<file path="config.mk">
export PLATFORM = sky130hd
export DESIGN_NAME = cpu_datapath_mc
export DESIGN_NICKNAME = d
export VERILOG_FILES = /design/src/rtl/cpu_datapath_mc_pkg.sv /design/src/rtl/cpu_datapath_mc_fu.sv /design/src/rtl/cpu_datapath_mc_reg_file.sv /design/src/rtl/cpu_datapath_mc.sv
export SDC_FILE = /design/constraint.sdc
export NUM_CORES = 1
export LEC_CHECK = 0
export BUFFER_PORTS_ARGS = -buffer_cell sky130_fd_sc_hd__clkbuf_2
export CAP_MARGIN = 20
export CORE_UTILIZATION = 55
export DETAILED_ROUTE_END_ITERATION = 8
export GPL_TIMING_DRIVEN = 1
export PLACE_DENSITY = 0.73
export SKIP_CTS_REPAIR_TIMING = 1
export SKIP_LAST_GASP = 1
export SLEW_MARGIN = 20
export SYNTH_ARGS = -nofsm -noshare
export SYNTH_HDL_FRONTEND = slang
export SYNTH_SLANG_ARGS = --single-unit
</file>
<file path="constraint.sdc">
create_clock -name clk -period 6.9 [get_ports clk]
set_input_delay 1.725 -clock clk [delete_from_list [all_inputs] [get_ports clk]]
set_output_delay 1.725 -clock clk [all_outputs]
set_load 0.02 [all_outputs]
</file>
<file path="src/rtl/cpu_datapath_mc_pkg.sv">
// Shared definitions for the multicycle datapath: result-source codes,
// functional-unit opcodes and the FSM state encoding.
// Ports: none (package).
package cpu_pkg;

  // Result source select
  localparam logic [1:0] SRC_F   = 2'd0;
  localparam logic [1:0] SRC_PC  = 2'd1;
  localparam logic [1:0] SRC_RAM = 2'd2;
  localparam logic [1:0] SRC_IMM = 2'd3;

  // Functional-unit opcodes
  localparam logic [2:0] FS_PASS = 3'd0;  // A
  localparam logic [2:0] FS_ADD  = 3'd1;  // A + B
  localparam logic [2:0] FS_SUB  = 3'd2;  // A - B
  localparam logic [2:0] FS_AND  = 3'd3;  // A & B
  localparam logic [2:0] FS_OR   = 3'd4;  // A | B
  localparam logic [2:0] FS_XOR  = 3'd5;  // A ^ B
  localparam logic [2:0] FS_NOT  = 3'd6;  // ~A
  localparam logic [2:0] FS_SHL  = 3'd7;  // A << 1

  typedef enum logic [1:0] {
    ST_IDLE = 2'd0,
    ST_EXEC = 2'd1,
    ST_MEM  = 2'd2,
    ST_WB   = 2'd3
  } state_t;

endpackage

</file>
<file path="src/rtl/cpu_datapath_mc_fu.sv">
// BUS_W-wide functional unit: purely combinational, result wraps modulo
// 2^BUS_W and there is no carry out.
// Ports: fs (opcode), a/b (operands) -> f (result).
module functional_unit_w
  import cpu_pkg::*;
#(
  parameter int BUS_W = 16,
  parameter int FS_W  = 3
) (
  input  logic [FS_W-1:0]  fs,
  input  logic [BUS_W-1:0] a,
  input  logic [BUS_W-1:0] b,
  output logic [BUS_W-1:0] f
);

  always_comb begin
    f = '0;
    case (fs)
      FS_W'(FS_PASS): f = a;
      FS_W'(FS_ADD):  f = a + b;
      FS_W'(FS_SUB):  f = a - b;
      FS_W'(FS_AND):  f = a & b;
      FS_W'(FS_OR):   f = a | b;
      FS_W'(FS_XOR):  f = a ^ b;
      FS_W'(FS_NOT):  f = ~a;
      FS_W'(FS_SHL):  f = a << 1;
      default:        f = '0;
    endcase
  end

endmodule

</file>
<file path="src/rtl/cpu_datapath_mc_reg_file.sv">
// Register file: NUM_REGS x BUS_W, three asynchronous read ports (A, B, D),
// one synchronous write port, asynchronous active-low clear of every entry.
// Ports: clk, reset, we/wa/wd (write), ra/rb/rd -> a/b/d (reads).
module reg_file_p #(
  parameter  int BUS_W    = 16,
  parameter  int NUM_REGS = 16,
  localparam int ADDR_W   = $clog2(NUM_REGS)
) (
  input  logic              clk,
  input  logic              reset,
  input  logic              we,
  input  logic [ADDR_W-1:0] wa,
  input  logic [BUS_W-1:0]  wd,
  input  logic [ADDR_W-1:0] ra,
  input  logic [ADDR_W-1:0] rb,
  input  logic [ADDR_W-1:0] rd,
  output logic [BUS_W-1:0]  a,
  output logic [BUS_W-1:0]  b,
  output logic [BUS_W-1:0]  d
);

  logic [BUS_W-1:0] regs [NUM_REGS];

  always_ff @(posedge clk or negedge reset) begin
    if (!reset) begin
      for (int i = 0; i < NUM_REGS; i++) regs[i] <= '0;
    end else if (we) begin
      regs[wa] <= wd;
    end
  end

  assign a = regs[ra];
  assign b = regs[rb];
  assign d = regs[rd];

endmodule

</file>
<file path="src/rtl/cpu_datapath_mc.sv">
// Multicycle CPU datapath: one micro-op per start pulse through
// IDLE -> EXEC -> [MEM] -> WB, with a req/ack data-memory port.
// Ports: control fields (DA/AA/BA/FS/MB/SRC/RW/MW/PC, start), memory
// (mem_req/we/addr/wdata/rdata/ack), status (busy/done/zero/neg), reads (Dout/Aout).
module cpu_datapath_mc
  import cpu_pkg::*;
#(
  parameter  int BUS_W      = 16,
  parameter  int NUM_REGS   = 16,
  parameter  int MEM_ADDR_W = 6,
  parameter  int FS_W       = 3,
  localparam int ADDR_W     = $clog2(NUM_REGS)
) (
  input  logic                  clk,
  input  logic                  reset,
  input  logic                  start,
  input  logic [ADDR_W-1:0]     DA,
  input  logic [ADDR_W-1:0]     AA,
  input  logic [ADDR_W-1:0]     BA,
  input  logic [FS_W-1:0]       FS,
  input  logic                  MB,
  input  logic [1:0]            SRC,
  input  logic                  RW,
  input  logic                  MW,
  input  logic [BUS_W-1:0]      PC,
  output logic                  mem_req,
  output logic                  mem_we,
  output logic [MEM_ADDR_W-1:0] mem_addr,
  output logic [BUS_W-1:0]      mem_wdata,
  input  logic [BUS_W-1:0]      mem_rdata,
  input  logic                  mem_ack,
  output logic                  busy,
  output logic                  done,
  output logic                  zero,
  output logic                  neg,
  output logic [BUS_W-1:0]      Dout,
  output logic [BUS_W-1:0]      Aout
);

  state_t state_q, state_d;

  // Micro-op fields latched at the IDLE->EXEC edge
  logic [ADDR_W-1:0] da_q, aa_q, ba_q;
  logic [FS_W-1:0]   fs_q;
  logic              mb_q, rw_q, mw_q;
  logic [1:0]        src_q;
  logic [BUS_W-1:0]  pc_q;

  logic [BUS_W-1:0]  f_q, rdata_q;
  logic [BUS_W-1:0]  a_rd, b_rd, b_op, f, result;
  logic [ADDR_W-1:0] ra;
  logic              reg_we;

  // Port A serves the operand during EXEC and Aout otherwise; only in EXEC
  // does Aout follow the latched source rather than the live AA input.
  assign ra = (state_q == ST_EXEC) ? aa_q : AA;
  assign Aout = a_rd;

  reg_file_p #(.BUS_W(BUS_W), .NUM_REGS(NUM_REGS)) u_rf (
    .clk  (clk),
    .reset(reset),
    .we   (reg_we),
    .wa   (da_q),
    .wd   (result),
    .ra   (ra),
    .rb   (ba_q),
    .rd   (DA),
    .a    (a_rd),
    .b    (b_rd),
    .d    (Dout)
  );

  assign b_op = mb_q ? BUS_W'(ba_q) : b_rd;

  functional_unit_w #(.BUS_W(BUS_W), .FS_W(FS_W)) u_fu (
    .fs(fs_q),
    .a (a_rd),
    .b (b_op),
    .f (f)
  );

  // FSM state register
  always_ff @(posedge clk or negedge reset) begin
    if (!reset) state_q <= ST_IDLE;
    else        state_q <= state_d;
  end

  // Next state and state-decoded outputs; mem_req is decoded from the
  // state so it falls the instant reset is asserted.
  always_comb begin
    state_d = state_q;
    busy    = 1'b1;
    done    = 1'b0;
    mem_req = 1'b0;
    unique case (state_q)
      ST_IDLE: begin
        busy = 1'b0;
        if (start) state_d = ST_EXEC;
      end
      ST_EXEC: state_d = (mw_q || src_q == SRC_RAM) ? ST_MEM : ST_WB;
      ST_MEM: begin
        mem_req = 1'b1;
        if (mem_ack) state_d = ST_WB;
      end
      ST_WB: begin
        done    = 1'b1;
        state_d = ST_IDLE;
      end
      default: state_d = ST_IDLE;
    endcase
  end

  // Field latches, F/flag registers, memory address/data latches, read capture
  always_ff @(posedge clk or negedge reset) begin
    if (!reset) begin
      da_q      <= '0;
      aa_q      <= '0;
      ba_q      <= '0;
      fs_q      <= '0;
      mb_q      <= 1'b0;
      src_q     <= SRC_F;
      rw_q      <= 1'b0;
      mw_q      <= 1'b0;
      pc_q      <= '0;
      f_q       <= '0;
      zero      <= 1'b0;
      neg       <= 1'b0;
      mem_we    <= 1'b0;
      mem_addr  <= '0;
      mem_wdata <= '0;
      rdata_q   <= '0;
    end else begin
      case (state_q)
        ST_IDLE: begin
          if (start) begin
            da_q  <= DA;
            aa_q  <= AA;
            ba_q  <= BA;
            fs_q  <= FS;
            mb_q  <= MB;
            src_q <= SRC;
            rw_q  <= RW;
            mw_q  <= MW;
            pc_q  <= PC;
          end
        end
        ST_EXEC: begin
          f_q       <= f;
          zero      <= (f == '0);
          neg       <= f[BUS_W-1];
          mem_addr  <= a_rd[MEM_ADDR_W-1:0];
          mem_wdata <= b_rd;
          mem_we    <= mw_q;
        end
        ST_MEM: begin
          if (mem_ack) rdata_q <= mem_rdata;
        end
        default: ;
      endcase
    end
  end

  // Result mux; the immediate is {AA,BA} sign-extended to the bus width
  always_comb begin
    result = f_q;
    case (src_q)
      SRC_F:   result = f_q;
      SRC_PC:  result = pc_q;
      SRC_RAM: result = rdata_q;
      SRC_IMM: result = BUS_W'($signed({aa_q, ba_q}));
      default: result = f_q;
    endcase
  end

  // The write lands on the WB->IDLE edge
  assign reg_we = done && rw_q;

endmodule
</file>
==> report_table.html <==
<table>
<tr><th>Metric</th><th>Value</th></tr>
<tr><th colspan="2">Layout</th></tr>
<tr><td>Commonest non-fill, non-tap cell in the layout</td><td>dfrtp_1</td></tr>
<tr><td>Area grow syn2layout</td><td>12.00%</td></tr>
<tr><td>Layout cells sized above 1</td><td>0.4408</td></tr>
<tr><td>Final Net Count</td><td>between 1500 and 2000</td></tr>
<tr><td>Most frequent cells in the layout</td><td>dfrtp_1, mux2_2, mux4_2</td></tr>
<tr><td>Post-Layout Inst Area</td><td>about 25000 um2</td></tr>
<tr><td>Filler cells</td><td>around 3100</td></tr>
<tr><th colspan="2">Power and ir drop</th></tr>
<tr><td>Areal power density over the cells</td><td>between 500 and 600 nW/um2</td></tr>
<tr><td>VDD IR max</td><td>0.0003149 V</td></tr>
<tr><td>Leakage power figure</td><td>11.23 nW</td></tr>
<tr><th colspan="2">Clocking</th></tr>
<tr><td>Clock buffer count from CTS</td><td>41</td></tr>
<tr><td>Number of H-tree levels</td><td>2</td></tr>
<tr><td>Number of sinks on the clock net</td><td>350</td></tr>
<tr><td>Clock tree from TritonCTS</td><td>yes</td></tr>
<tr><td>Skew-Pair Late Insertion Delay</td><td>580 ps</td></tr>
<tr><td>Master cell of the clock root buffer</td><td>clkbuf_16</td></tr>
<tr><td>Maximum root-to-sink buffer count</td><td>3</td></tr>
<tr><td>Clock-pin slew on the worst setup and hold paths</td><td>roughly 60 ps</td></tr>
<tr><th colspan="2">Timing</th></tr>
<tr><td>Total count of hold-check failures in the final report</td><td>0</td></tr>
<tr><td>Worst max-slew margin expressed relative to the limit</td><td>0.2997</td></tr>
<tr><td>Final setup violating endpoints</td><td>0</td></tr>
<tr><td>Fmax</td><td>approximately 160 MHz</td></tr>
<tr><td>Max-slew violation count</td><td>0</td></tr>
<tr><td>Setup TNS</td><td>0 ps</td></tr>
<tr><td>Final period util</td><td>0.8836</td></tr>
<tr><td>Unrepaired setup endpoints after global routing</td><td>no</td></tr>
<tr><td>Transition time at the pin with the least slew margin</td><td>1050 ps</td></tr>
<tr><td>Time the worst path needs with I/O delays and setup</td><td>about 6100 ps</td></tr>
<tr><td>Final setup skew</td><td>11.16 ps</td></tr>
<tr><th colspan="2">Routing</th></tr>
<tr><td>Routed vias/inst</td><td>6.988</td></tr>
<tr><td>Drc violations</td><td>0</td></tr>
<tr><td>Routed WL per cell</td><td>30.51 um</td></tr>
<tr><td>Overall via count from detail_route</td><td>16785</td></tr>
<tr><td>Initial DRC Count</td><td>1851</td></tr>
<tr><td>First-pass iteration count of the detailed router</td><td>5</td></tr>
<tr><td>DRT antenna net count</td><td>0</td></tr>
<tr><td>Post-Route WL</td><td>73.28 mm</td></tr>
<tr><th colspan="2">Global route</th></tr>
<tr><td>Initial antenna violation count</td><td>2</td></tr>
<tr><td>Busiest layer in global routing</td><td>met2</td></tr>
<tr><td>Met1 usage</td><td>0.4767</td></tr>
<tr><td>Met3 capacity usage during global routing</td><td>0.1087</td></tr>
<tr><td>Vias in the first global route</td><td>about 17000</td></tr>
<tr><td>Met2 track demand over resource</td><td>0.5592</td></tr>
<tr><td>Pin count of the biggest net entering global routing</td><td>174</td></tr>
<tr><td>Global-route wire length before repair</td><td>~110 mm</td></tr>
<tr><td>Aggregate global routing overflow</td><td>0</td></tr>
<tr><td>Overall routing resource usage</td><td>0.3643</td></tr>
<tr><th colspan="2">Placement</th></tr>
<tr><td>Instance area at placement</td><td>about 24000 um2</td></tr>
<tr><td>Final weighted congestion in routability-driven placement</td><td>slightly below 1</td></tr>
<tr><td>Half-perimeter wire length of the detailed placement result</td><td>50.70 mm</td></tr>
<tr><td>Total of buffers placed on input and output ports</td><td>115</td></tr>
<tr><th colspan="2">Setup path</th></tr>
<tr><td>Startpoint type of the worst setup path</td><td>flip-flop</td></tr>
<tr><td>Setup slack on the worst flop-to-flop path</td><td>970 ps</td></tr>
<tr><td>Class of the most critical setup path</td><td>reg2out</td></tr>
<tr><td>Endpoint of the worst-slack reg-to-reg timing path</td><td>zero</td></tr>
<tr><td>Largest fanout on the critical path</td><td>21</td></tr>
<tr><td>Launching instance or port of the critical path</td><td>state_q[1]</td></tr>
<tr><td>Worst Reg2Reg Path Length in Cells</td><td>19</td></tr>
<tr><td>Critical path data arrival time</td><td>4370 ps</td></tr>
<tr><td>Startpoint of the most critical register-to-register path</td><td>state_q[1]</td></tr>
<tr><td>Setup crit end kind</td><td>primary output</td></tr>
<tr><td>CP endpoint</td><td>Aout[10]</td></tr>
<tr><td>Required time reported for the critical path endpoint</td><td>5180 ps</td></tr>
<tr><th colspan="2">Logic synthesis</th></tr>
<tr><td>Proportion of synthesized chip area in sequential cells</td><td>0.3906</td></tr>
<tr><td>Cell area after synthesis</td><td>around 22000 um2</td></tr>
<tr><td>Most used flip-flop cell after synthesis</td><td>dfrtp_1</td></tr>
<tr><td>Flop and latch count out of synthesis</td><td>350</td></tr>
<tr><td>Share of synthesized flip-flops with an asynchronous set or reset</td><td>1.000</td></tr>
<tr><td>Number of nets in the synthesized netlist</td><td>1866</td></tr>
<tr><td>Count of flip-flops with a built-in enable after synthesis</td><td>0</td></tr>
<tr><td>Mean Syn Cell Area</td><td>12.77 um2</td></tr>
<tr><td>Library cell with the largest summed area after synthesis</td><td>dfrtp_1</td></tr>
<tr><td>Netlist cell types</td><td>71</td></tr>
<tr><td>Number of warning messages in the yosys log</td><td>0</td></tr>
<tr><td>Top cells by area, synth</td><td>dfrtp_1, mux4_2, mux2_2, ha_1, mux2i_1</td></tr>
<tr><td>Syn Inst Count</td><td>1756</td></tr>
<tr><td>Yosys top cell area share</td><td>0.3906</td></tr>
<tr><th colspan="2">Job</th></tr>
<tr><td>Total of max-cap violations</td><td>0</td></tr>
<tr><th colspan="2">Floorplanning</th></tr>
<tr><td>Horizontal die dimension</td><td>~200 um</td></tr>
<tr><td>Core Area</td><td>about 40000 um2</td></tr>
<tr><td>Die Area</td><td>41580 um2</td></tr>
<tr><td>I/O pin count</td><td>116</td></tr>
<tr><td>Die outline height</td><td>203.9 um</td></tr>
<tr><td>Total number of placement rows</td><td>73</td></tr>
<tr><td>Initial cell density of the core</td><td>0.5605</td></tr>
<tr><th colspan="2">Status</th></tr>
<tr><td>Outcome</td><td>finished clean</td></tr>
<tr><th colspan="2">Hold path</th></tr>
<tr><td>Hold crit path type</td><td>reg2reg</td></tr>
</table>
stage by stage:
step | total power (W) | setup WS (ps) | utilization | hold slack, ps | instances
final | 0.01464 | 803.2 | 0.6277 | 484.7 | 2402
after global routing | 0.01541 | 435.4 | 0.6277 | 516.5 | 2401
after CTS | 0.01448 | 828.6 | 0.6276 | 485.7 | 2401
after detailed placement | 0.01222 | 477.8 | 0.5933 | 471.0 | 2327
after global placement | 0.01208 | 490.9 | 0.5932 | 464.4 | 2327
after floorplan | 0.009494 | 797.5 | - | 447.1 | 1756
registers in the layout, summed over array words and instances, names as in the netlist:
| signal | count |
|---|---|
| f_q | 15 |
| pc_q | 16 |
| mem_we | 1 |
| zero | 1 |
| mem_wdata | 16 |
| rdata_q | 16 |
| fs_q | 3 |
| mem_addr | 6 |
| state_q | 2 |
| rw_q | 1 |
| u_rf.regs | 256 |
| src_q | 2 |
| mw_q | 1 |
| aa_q | 4 |
| da_q | 4 |
| neg | 1 |
| mb_q | 1 |
| ba_q | 4 |
worst min-delay path by stage:
stage,slack (ps),cells after the start,to,from
6_report,480,2,f_q[3],f_q[3]
5_1_grt,520,2,f_q[3],f_q[3]
4_1_cts,490,2,f_q[3],f_q[3]
3_5_place_dp,470,2,f_q[3],f_q[3]
3_3_place_gp,460,2,mem_addr[2],mem_addr[2]
2_1_floorplan,450,2,f_q[2],f_q[2]
critical path, stage by stage (launching register included):
cell      delay (ps)
dfrtp_1          410
inv_1            130
ha_2             600
buf_4            290
mux2_2           750
mux4_2           600
mux2i_1          420
mux2i_1          340
clkbuf_2         250
where the power goes:
group | switching (W) | leakage, nW | internal, W
clock network | 0.000917 | 0.677 | 0.00130
registers | 0.000989 | 4.62 | 0.00288
logic | 0.00483 | 5.94 | 0.00372
total | 0.00674 | 11.2 | 0.00790
kinds of logic (layout without fill, tap and decap cells):
family / after synthesis / after routing / synth area share
other cells: 0 / 1 / 0
fa+ha+maj: 54 / 54 / 0.03047
simple gates: 273 / 273 / 0.05441
flops: 350 / 350 / 0.3906
xor+xnor: 29 / 29 / 0.01133
compound gates: 252 / 252 / 0.07411
buf+inv: 191 / 311 / 0.03521
mux: 607 / 607 / 0.4039
cell type report:
type	count	area, um2	area share
Multi-Input combinational cell	1215	12980	0.5170
Tap cell	525	656.9	0.02616
Inverter	54	202.7	0.008071
Clock inverter	16	163.9	0.006527
Sequential cell	350	8766	0.3491
Clock buffer	58	1211	0.04823
Timing Repair Buffer	183	1126	0.04484
Antenna cell	1	2.502	0.00009965
cells in the mapped netlist, types with 7 or more instances:
master / instances
a211oi_1: 7
a21o_1: 7
nand2_1: 119
buf_2: 22
nor3_1: 7
o21ai_0: 48
a31oi_1: 18
dfrtp_1: 350
ha_1: 53
buf_1: 19
clkbuf_1: 87
mux4_2: 203
a22oi_1: 9
a22o_1: 7
inv_1: 51
a32oi_1: 9
mux2_2: 335
o31ai_1: 8
mux2i_1: 66
nand3_1: 18
o22ai_1: 19
a21oi_1: 66
xnor2_1: 26
nor2_1: 78
nand4_1: 7
nand2b_1: 8
a221oi_1: 8
layer usage:
| layer | wire (um) | share of wire | vias up |
|---|---|---|---|
| li1 | - | - | 6905 |
| met1 | 27850 | 0.38 | 8640 |
| met2 | 33940 | 0.46 | 1042 |
| met3 | 8097 | 0.11 | 198 |
| met4 | 3388 | 0.046 | 0 |
| met5 | 0 | 0 | - |
(Power assumes the default switching activity.)
